`src/rtl/fp_arb_pkg.sv`:
```
// Op encodings, default unit latencies and reservation-pipe depth helper
// shared by the FP unit arbiter and its slot reservation pipe.
package fp_arb_pkg;

  typedef enum logic [1:0] {
    OP_DIV = 2'd0,
    OP_MUL = 2'd1,
    OP_SUB = 2'd2,
    OP_RSV = 2'd3
  } fp_op_e;

  localparam int DEF_DIV_LAT = 6;
  localparam int DEF_MUL_LAT = 5;
  localparam int DEF_SUB_LAT = 7;

  // Pipe depth: the longest unit latency plus one lookahead slot for the eligibility check.
  function automatic int fp_maxl(input int div_lat, input int mul_lat, input int sub_lat);
    int mx;
    mx = div_lat;
    if (mul_lat > mx) mx = mul_lat;
    if (sub_lat > mx) mx = sub_lat;
    return mx + 1;
  endfunction

endpackage

```
`src/rtl/fp_slot_reservation.sv`:
```
// Result-bus slot pipe: bit k set means a result returns k cycles from now.
// Shifts every cycle; an insert lands at index ins_lat_i of the shifted pipe.
module fp_slot_reservation
  import fp_arb_pkg::*;
#(
  parameter int MAXL = 8,
  parameter int LW   = $clog2(MAXL + 1)
) (
  input  logic               clk,
  input  logic               rst_i,
  input  logic [1:0][LW-1:0] qry_lat_i,
  output logic [1:0]         qry_free_o,
  input  logic               ins_vld_i,
  input  logic [LW-1:0]      ins_lat_i,
  input  logic               ins_tag_i,
  input  fp_op_e             ins_op_i,
  output logic               head_vld_o,
  output logic               head_tag_o,
  output fp_op_e             head_op_o,
  output logic               any_vld_o
);

  logic [MAXL:0]      resv_q, resv_d;
  logic [MAXL:0]      tag_q, tag_d;
  logic [MAXL:0][1:0] op_q, op_d;

  always_comb begin
    resv_d = resv_q >> 1;
    tag_d  = tag_q >> 1;
    op_d   = op_q >> 2;
    for (int k = 0; k <= MAXL; k++) begin
      if (ins_vld_i && (ins_lat_i == LW'(k))) begin
        resv_d[k] = 1'b1;
        tag_d[k]  = ins_tag_i;
        op_d[k]   = ins_op_i;
      end
    end
  end

  // A slot at latency L is free when bit L+1 is clear, since that bit shifts into L this edge.
  always_comb begin
    qry_free_o = '1;
    for (int j = 0; j < 2; j++) begin
      for (int k = 0; k < MAXL; k++) begin
        if ((qry_lat_i[j] == LW'(k)) && resv_q[k+1]) qry_free_o[j] = 1'b0;
      end
    end
  end

  always_ff @(posedge clk) begin
    if (rst_i) begin
      resv_q <= '0;
      tag_q  <= '0;
      op_q   <= '0;
    end else begin
      resv_q <= resv_d;
      tag_q  <= tag_d;
      op_q   <= op_d;
    end
  end

  assign head_vld_o = resv_q[0];
  assign head_tag_o = tag_q[0];
  assign head_op_o  = fp_op_e'(op_q[0]);
  assign any_vld_o  = |resv_q;

endmodule

```
`src/rtl/fp_unit_arbiter.sv`:
```
// Shares pipelined div/mul/sub units between two requesters; result L+1 cycles after fire.
// A requester stalls (ready low) until its unit's completion slot on the result bus is free.
module fp_unit_arbiter
  import fp_arb_pkg::*;
#(
  parameter int W       = 32,
  parameter int DIV_LAT = DEF_DIV_LAT,
  parameter int MUL_LAT = DEF_MUL_LAT,
  parameter int SUB_LAT = DEF_SUB_LAT
) (
  input  logic         clk,
  input  logic         program_reset,
  input  logic [1:0]   rq_valid,
  output logic [1:0]   rq_ready,
  input  logic [1:0]   rq0_op,
  input  logic [1:0]   rq1_op,
  input  logic [W-1:0] rq0_a,
  input  logic [W-1:0] rq0_b,
  input  logic [W-1:0] rq1_a,
  input  logic [W-1:0] rq1_b,
  output logic [W-1:0] divider_a,
  output logic [W-1:0] divider_b,
  output logic [W-1:0] multiplier_a,
  output logic [W-1:0] multiplier_b,
  output logic [W-1:0] subtractor_a,
  output logic [W-1:0] subtractor_b,
  input  logic [W-1:0] divider_r,
  input  logic [W-1:0] multiplier_r,
  input  logic [W-1:0] subtractor_r,
  output logic         res_valid,
  output logic         res_tag,
  output logic [1:0]   res_op,
  output logic [W-1:0] res_data,
  output logic         illegal_op,
  output logic         busy
);

  localparam int MAXL = fp_maxl(DIV_LAT, MUL_LAT, SUB_LAT);
  localparam int LW   = $clog2(MAXL + 1);

  function automatic logic [LW-1:0] lat_of(input fp_op_e op);
    case (op)
      OP_DIV:  return LW'(DIV_LAT);
      OP_MUL:  return LW'(MUL_LAT);
      OP_SUB:  return LW'(SUB_LAT);
      default: return '0;
    endcase
  endfunction

  fp_op_e             req_op [2];
  logic [1:0][LW-1:0] qry_lat;
  logic [1:0]         qry_free, elig, grant;
  logic               fire, rr_q, rr_d, illegal_q, illegal_d;
  fp_op_e             sel_op, head_op;
  logic [W-1:0]       sel_a, sel_b;
  logic [W-1:0]       div_a_q, div_a_d, div_b_q, div_b_d;
  logic [W-1:0]       mul_a_q, mul_a_d, mul_b_q, mul_b_d;
  logic [W-1:0]       sub_a_q, sub_a_d, sub_b_q, sub_b_d;
  logic               head_vld, head_tag, any_vld;

  assign req_op[0] = fp_op_e'(rq0_op);
  assign req_op[1] = fp_op_e'(rq1_op);

  always_comb begin
    for (int i = 0; i < 2; i++) begin
      qry_lat[i] = lat_of(req_op[i]);
      elig[i]    = rq_valid[i] && !program_reset && ((req_op[i] == OP_RSV) || qry_free[i]);
    end
  end

  // rr_q names the requester that wins when both are eligible.
  assign grant[0] = elig[0] && (!elig[1] || !rr_q);
  assign grant[1] = elig[1] && (!elig[0] ||  rr_q);
  assign rq_ready = grant;
  assign fire     = |grant;

  always_comb begin
    sel_op    = grant[1] ? req_op[1] : req_op[0];
    sel_a     = grant[1] ? rq1_a : rq0_a;
    sel_b     = grant[1] ? rq1_b : rq0_b;
    rr_d      = fire ? grant[0] : rr_q;
    illegal_d = fire && (sel_op == OP_RSV);
    div_a_d   = div_a_q;
    div_b_d   = div_b_q;
    mul_a_d   = mul_a_q;
    mul_b_d   = mul_b_q;
    sub_a_d   = sub_a_q;
    sub_b_d   = sub_b_q;
    if (fire) begin
      case (sel_op)
        OP_DIV:  begin div_a_d = sel_a; div_b_d = sel_b; end
        OP_MUL:  begin mul_a_d = sel_a; mul_b_d = sel_b; end
        OP_SUB:  begin sub_a_d = sel_a; sub_b_d = sel_b; end
        default: ;
      endcase
    end
  end

  always_ff @(posedge clk) begin
    if (program_reset) begin
      rr_q      <= 1'b0;
      illegal_q <= 1'b0;
      div_a_q   <= '0;
      div_b_q   <= '0;
      mul_a_q   <= '0;
      mul_b_q   <= '0;
      sub_a_q   <= '0;
      sub_b_q   <= '0;
    end else begin
      rr_q      <= rr_d;
      illegal_q <= illegal_d;
      div_a_q   <= div_a_d;
      div_b_q   <= div_b_d;
      mul_a_q   <= mul_a_d;
      mul_b_q   <= mul_b_d;
      sub_a_q   <= sub_a_d;
      sub_b_q   <= sub_b_d;
    end
  end

  fp_slot_reservation #(.MAXL(MAXL), .LW(LW)) u_resv (
    .clk        (clk),
    .rst_i      (program_reset),
    .qry_lat_i  (qry_lat),
    .qry_free_o (qry_free),
    .ins_vld_i  (fire && (sel_op != OP_RSV)),
    .ins_lat_i  (lat_of(sel_op)),
    .ins_tag_i  (grant[1]),
    .ins_op_i   (sel_op),
    .head_vld_o (head_vld),
    .head_tag_o (head_tag),
    .head_op_o  (head_op),
    .any_vld_o  (any_vld)
  );

  always_comb begin
    case (head_op)
      OP_DIV:  res_data = divider_r;
      OP_MUL:  res_data = multiplier_r;
      OP_SUB:  res_data = subtractor_r;
      default: res_data = '0;
    endcase
  end

  assign res_valid    = head_vld && !program_reset;
  assign res_tag      = head_tag;
  assign res_op       = head_op;
  assign illegal_op   = illegal_q;
  assign busy         = any_vld;
  assign divider_a    = div_a_q;
  assign divider_b    = div_b_q;
  assign multiplier_a = mul_a_q;
  assign multiplier_b = mul_b_q;
  assign subtractor_a = sub_a_q;
  assign subtractor_b = sub_b_q;

endmodule

```
`config.mk`:
```
export PLATFORM = sky130hd
export DESIGN_NAME = fp_unit_arbiter
export DESIGN_NICKNAME = d
export VERILOG_FILES = /design/src/rtl/fp_arb_pkg.sv /design/src/rtl/fp_slot_reservation.sv /design/src/rtl/fp_unit_arbiter.sv
export SDC_FILE = /design/constraint.sdc
export NUM_CORES = 1
export LEC_CHECK = 0
export CORE_AREA = 2 2 179 181
export CTS_CLUSTER_DIAMETER = 40
export DETAILED_ROUTE_END_ITERATION = 10
export DIE_AREA = 0 0 181 183
export PLACE_DENSITY = 0.58
export SLEW_MARGIN = 20
export SYNTH_ARGS = -nofsm -noshare
export SYNTH_HDL_FRONTEND = slang
export SYNTH_SLANG_ARGS = --single-unit
```
`constraint.sdc`:
```
create_clock -name clk -period 5.5 [get_ports clk]
set_clock_uncertainty 0.2 [all_clocks]
set_input_delay 0.55 -clock clk [delete_from_list [all_inputs] [get_ports clk]]
set_output_delay 0.55 -clock clk [all_outputs]
set_load 0.1 [all_outputs]
```
---- Yosys cells after proc, flatten, opt, wreduce, memory -nomap -nowiden ----
Index checks and enable logic that the tools add are counted.
cells by class
  reductions and logical operators ........ 55
  eq/ne operators ......................... 34
  bitwise operators ....................... 1
  muxes and demuxes ....................... 48
operators with widths
  operator                                             count
  case mux 32 bit (3 select lines)                     1
  two-way mux 32 bit                                   2
  equality test 3 bit, second input constant           12
  logical AND 1 bit                                    34
  two-way mux 1 bit                                    33
  case mux 3 bit (3 select lines)                      3
  equality test 3 x 2 -> 1 bit, second input constant  6
  two-way mux 2 bit                                    9
  equality test 2 bit, second input constant           7
  logical NOT 4 bit                                    3
  equality test 3 x 1 -> 1 bit, second input constant  3
  OR reduction 9 bit                                   1
  equality test 2 x 1 -> 1 bit, second input constant  4
  logical NOT 2 bit                                    4
  AND reduction 2 bit                                  3
  equality test 3 x 4 -> 1 bit, second input constant  1
  logical NOT 1 bit                                    4
  logical OR 1 bit                                     4
  OR reduction 2 bit                                   2
  != test 2 bit, second input constant                 1
  NOT 1 bit                                            1
storage, ports and cells
  input bits .............................. 232
  word-level logic and storage cells ...... 158
  register bits after elaboration ......... 230

---- Logic depth before layout (Yosys ltp) ----
  depth after elaboration ................. 24
  gate-level depth with buffers ........... 9
  gate-level depth less buffers ........... 5

---- Hierarchy ----
From an unflattened synthesis, not the netlist that was laid out.
unflattened totals
  cells, all modules ...................... 1050
  area, all modules ....................... 9321.4 µm²
modules (own cells, without submodules)
  module               instances  area each (µm²)  cells an instance  seq. area each (µm²)
  fp_unit_arbiter      1          7782.5           871                3883.7
  fp_slot_reservation  1          1539.0           179                720.7

---- Worst setup path before layout ----
Ideal clock, no wire load.
  path type ............................... reg2out
  start point ............................. register u_resv.op_q, in the netlist u_resv.head_op_o[1]
  end point ............................... output port res_data[0]
  path buffers ............................ 2
  path slack .............................. 1495 ps
  data arrival time ....................... 3255 ps
  stages on the path, launching flop included .. 5
  path through ............................ dfxtp_1 clkbuf_1 clkbuf_1 mux2i_1 o21ai_0
between the ends
  longest elaborated chain between the ends .. 2
  elaborated cells on any way between the ends .. 4
RTL lines
  element                                            line                       text
  from (decl)                                        fp_slot_reservation.sv:25  logic [MAXL:0][1:0] op_q, op_d;
  from (signal assigned)                             fp_slot_reservation.sv:58  op_q <= op_d;
  equality test 2 bit, or another cell as far along  fp_unit_arbiter.sv:137     case (head_op)
  case mux 32 bit (3 select lines) *                 fp_unit_arbiter.sv:137
  to (decl)                                          fp_unit_arbiter.sv:33      output logic [W-1:0] res_data,
Mark *: on every way between the ends. The rest lies on a longest branch, timed or not.

---- Worst setup path in the final report ----
  start point ............................. register u_resv.op_q, in the netlist u_resv.head_op_o[0]
  end point ............................... output port res_data[2]
The elaborated chain is that of the path after synthesis.

==> impl_metrics.ini <==
[worst_hold_path]
hp-class = reg -> reg

[cells_and_area]
finish.utilization_pct = 49.8
fill_cells = 2895
seqCellArea_mm2 = 0.00453
final_cell_mix = clkdlybuf4s50_1 (462), mux2i_1 (290), nand2_1 (227)
multi_input_area_mm2 = 0.00437
finalNetCount = 1599
layout_commonest_cell = clkdlybuf4s50_1
drive_gt1_share_pct = 6.38
syn2layout_area_growth_pct = 68.3
stdcell_count = 1797

[pwr]
p_sw_uw = 2160
p_clk_share_pct = 41.1
combinationalPowerShare_pct = 28.7
power.total_uw = 6040
peakVddDrop_uv = 180
p_int_uw = 3890
p_per_area_mw_per_mm2 = 389
p_leak_uw = 0.00688
swShare_pct = 35.7
p_seq_share_pct = 30.2

[setup_path]
critPathKind = reg -> out
critPathLaunchType = flop
cp_cell_sequence = buf_4 -> nor2b_2 -> buf_4 -> nand2_1 -> o21ai_0 -> clkdlybuf4s50_1
critPathTopFamily = buffers and inverters
worstPathArrival_ns = 3.32
crit_slowest_cell = clkdlybuf4s50_1
cp.buffers_inverters = 3
cp-end-kind = primary output
cp.required_ns = 4.75
crit_fanout = 34
cpMostUsedCell = buf_4
slowest_delay_ns = 1.17

[timing]
setup-tns-final_ns = 0
final-setup-viol-count = 0
worst_slack_ns = 1.43
rsz0062_at_grt = false
slew_viol_final = 0
worst_slew_pin_slew_ns = 1.14
hold_viol_final = 0
relSlewSlack_pct = 23.8
fmax_ghz = 0.246
fin_crit_ns = 4.07
period_share_pct = 74.0

[die]
rows = 65
die-height_um = 183
start_util_pct = 29.6
fp.dieW_um = 181
die-area_mm2 = 0.0331
core_area_mm2 = 0.0312
ios = 464

[route]
viasPerCell = 4.49
drc_errors = 0
wirelength_um = 32200
dr.pass1.iters = 4
drtIter0Drc = 271
drtAntennaViolNets = 0
wl_per_cell_um = 17.9
num_vias = 8075

[clocking]
cts_max_path_buffers = 3
cts_setup_buffers = 0
clk_latency_ns = 0.51
cts_tree = done
cts_root_buf = clkbuf_16
clkTransAtPathRegs_ns = 0.05
cts_resized = 0
h-tree-depth = 2
cts_made_buffers = 37
cts_hold_buf = 0
cts_sinks = 226

[global_route]
grt_overflow = 0
grt_max_degree = 97
grt.total_usage_pct = 18.8
grt_pass1_wl_um = 48300
antenna_found_initial = 3
grt_pass1_vias = 8168

[synthesis]
synth-main-ff-cell = dfxtp_1
synth_async_sr_flop_share_pct = 0
syn_nets = 1150
synth_area_per_cell_um2 = 10.1
syn_area_mm2 = 0.00924
yosysUniqueCellTypes = 32
yosysSeqAreaShare_pct = 49.0
synth-seq-cells = 226
yosysWarnings = 0
synth_edf_count = 0
netlist_instances = 918

[place]
dp_hpwl_um = 23600
gp_congestion = 0.795
place_ws_ns = 1.76
io_buffers = 463
dpl.cell_count = 1730

[flow_run]
cap_violations = 0

[outcome]
status = finished, final reports clean
[power groups by stage]
| stage | Combinational, uW | Sequential (uW) | Clock [uW] |
|---|---|---|---|
| global placement | 1740 | 1850 | 0 |
| global route | 1800 | 1840 | 2620 |
| detailed placement | 1750 | 1860 | 0 |
| floorplan | 395 | 2670 | 0 |
| CTS | 1750 | 1830 | 2550 |
| finish | 1740 | 1820 | 2480 |
[cells by family (layout without fill, tap and decap cells)]
family | after synthesis | in the layout | synth area share [%]
buffers and inverters | 77 | 553 | 4.09
other | 1 | 2 | 0.0406
AND/OR/NAND/NOR | 268 | 268 | 11.9
multiplexers | 293 | 293 | 31.8
AO/OA/AOI/OAI | 53 | 53 | 3.21
flip-flops | 226 | 226 | 49.0
[synth_stat cells (3+ instances only)]
library cell,n,share of area [%]
nor3_1,5,0.27
dfxtp_1,226,49
and3_1,3,0.20
clkbuf_1,36,1.5
a21oi_1,8,0.43
mux2_2,3,0.37
nand2_1,227,9.2
buf_4,8,0.65
buf_6,5,0.61
nor2b_1,23,1.6
mux2i_1,290,31
buf_2,17,0.92
nor4_1,3,0.20
o21ai_0,33,1.8
inv_1,9,0.37
[layer usage]
metal,vias to the layer above,GRT usage [%],share of wire (%)
met5,-,0,0.081
met2,339,33.3,48
li1,4004,-,-
met4,4,6.86,3.2
met3,58,7.90,10
met1,3670,20.0,38
[final timing paths]
path / startpoint / to / slack [ns] / cells past startpoint
worst max register to register: u_resv.resv_q[6] / subtractor_a[2] / 2.65 / 6
worst min register to register: u_resv.op_q[9] / u_resv.op_q[7] / 0.22 / 1
worst min-delay path: u_resv.op_q[9] / u_resv.op_q[7] / 0.22 / 1
worst max-delay path: u_resv.head_op_o[0] / res_data[2] / 1.43 / 6
[stage by stage]
stage	hold WS (ns)	area [um^2]
after detailed placement	0.220	14200
after global placement	0.214	14200
after global routing	0.232	15600
after floorplan	0.211	9240
after CTS	0.209	15500
final	0.218	15600
[state kept, by name, summed over array words and instances, names as in the netlist]
name,cells
divider_b,32
subtractor_b,32
u_resv.head_op_o,2
u_resv.tag_q,8
u_resv.op_q,14
multiplier_a,32
multiplier_b,32
u_resv.resv_q,8
divider_a,32
subtractor_a,32
illegal_op,1
rr_q,1
[layout make-up]
cell class | count | area share [%]
well taps | 402 | 3.23
clock inverters | 21 | 2.16
flip-flops and latches | 226 | 29.1
multi-input cells | 615 | 28.1
diodes | 1 | 0.0161
repair buffers | 477 | 30.7
clock buffers | 45 | 6.40
inverters | 10 | 0.274
[worst reg2reg max path: cells and delay by family (launching register included)]
kind                   cells  cell delay (ns)
multiplexers               2             0.56
buffers and inverters      1             0.34
AO/OA/AOI/OAI              2             0.48
AND/OR/NAND/NOR            1             0.82
flip-flops                 1             0.37
Power figures use the tool's default switching activity.
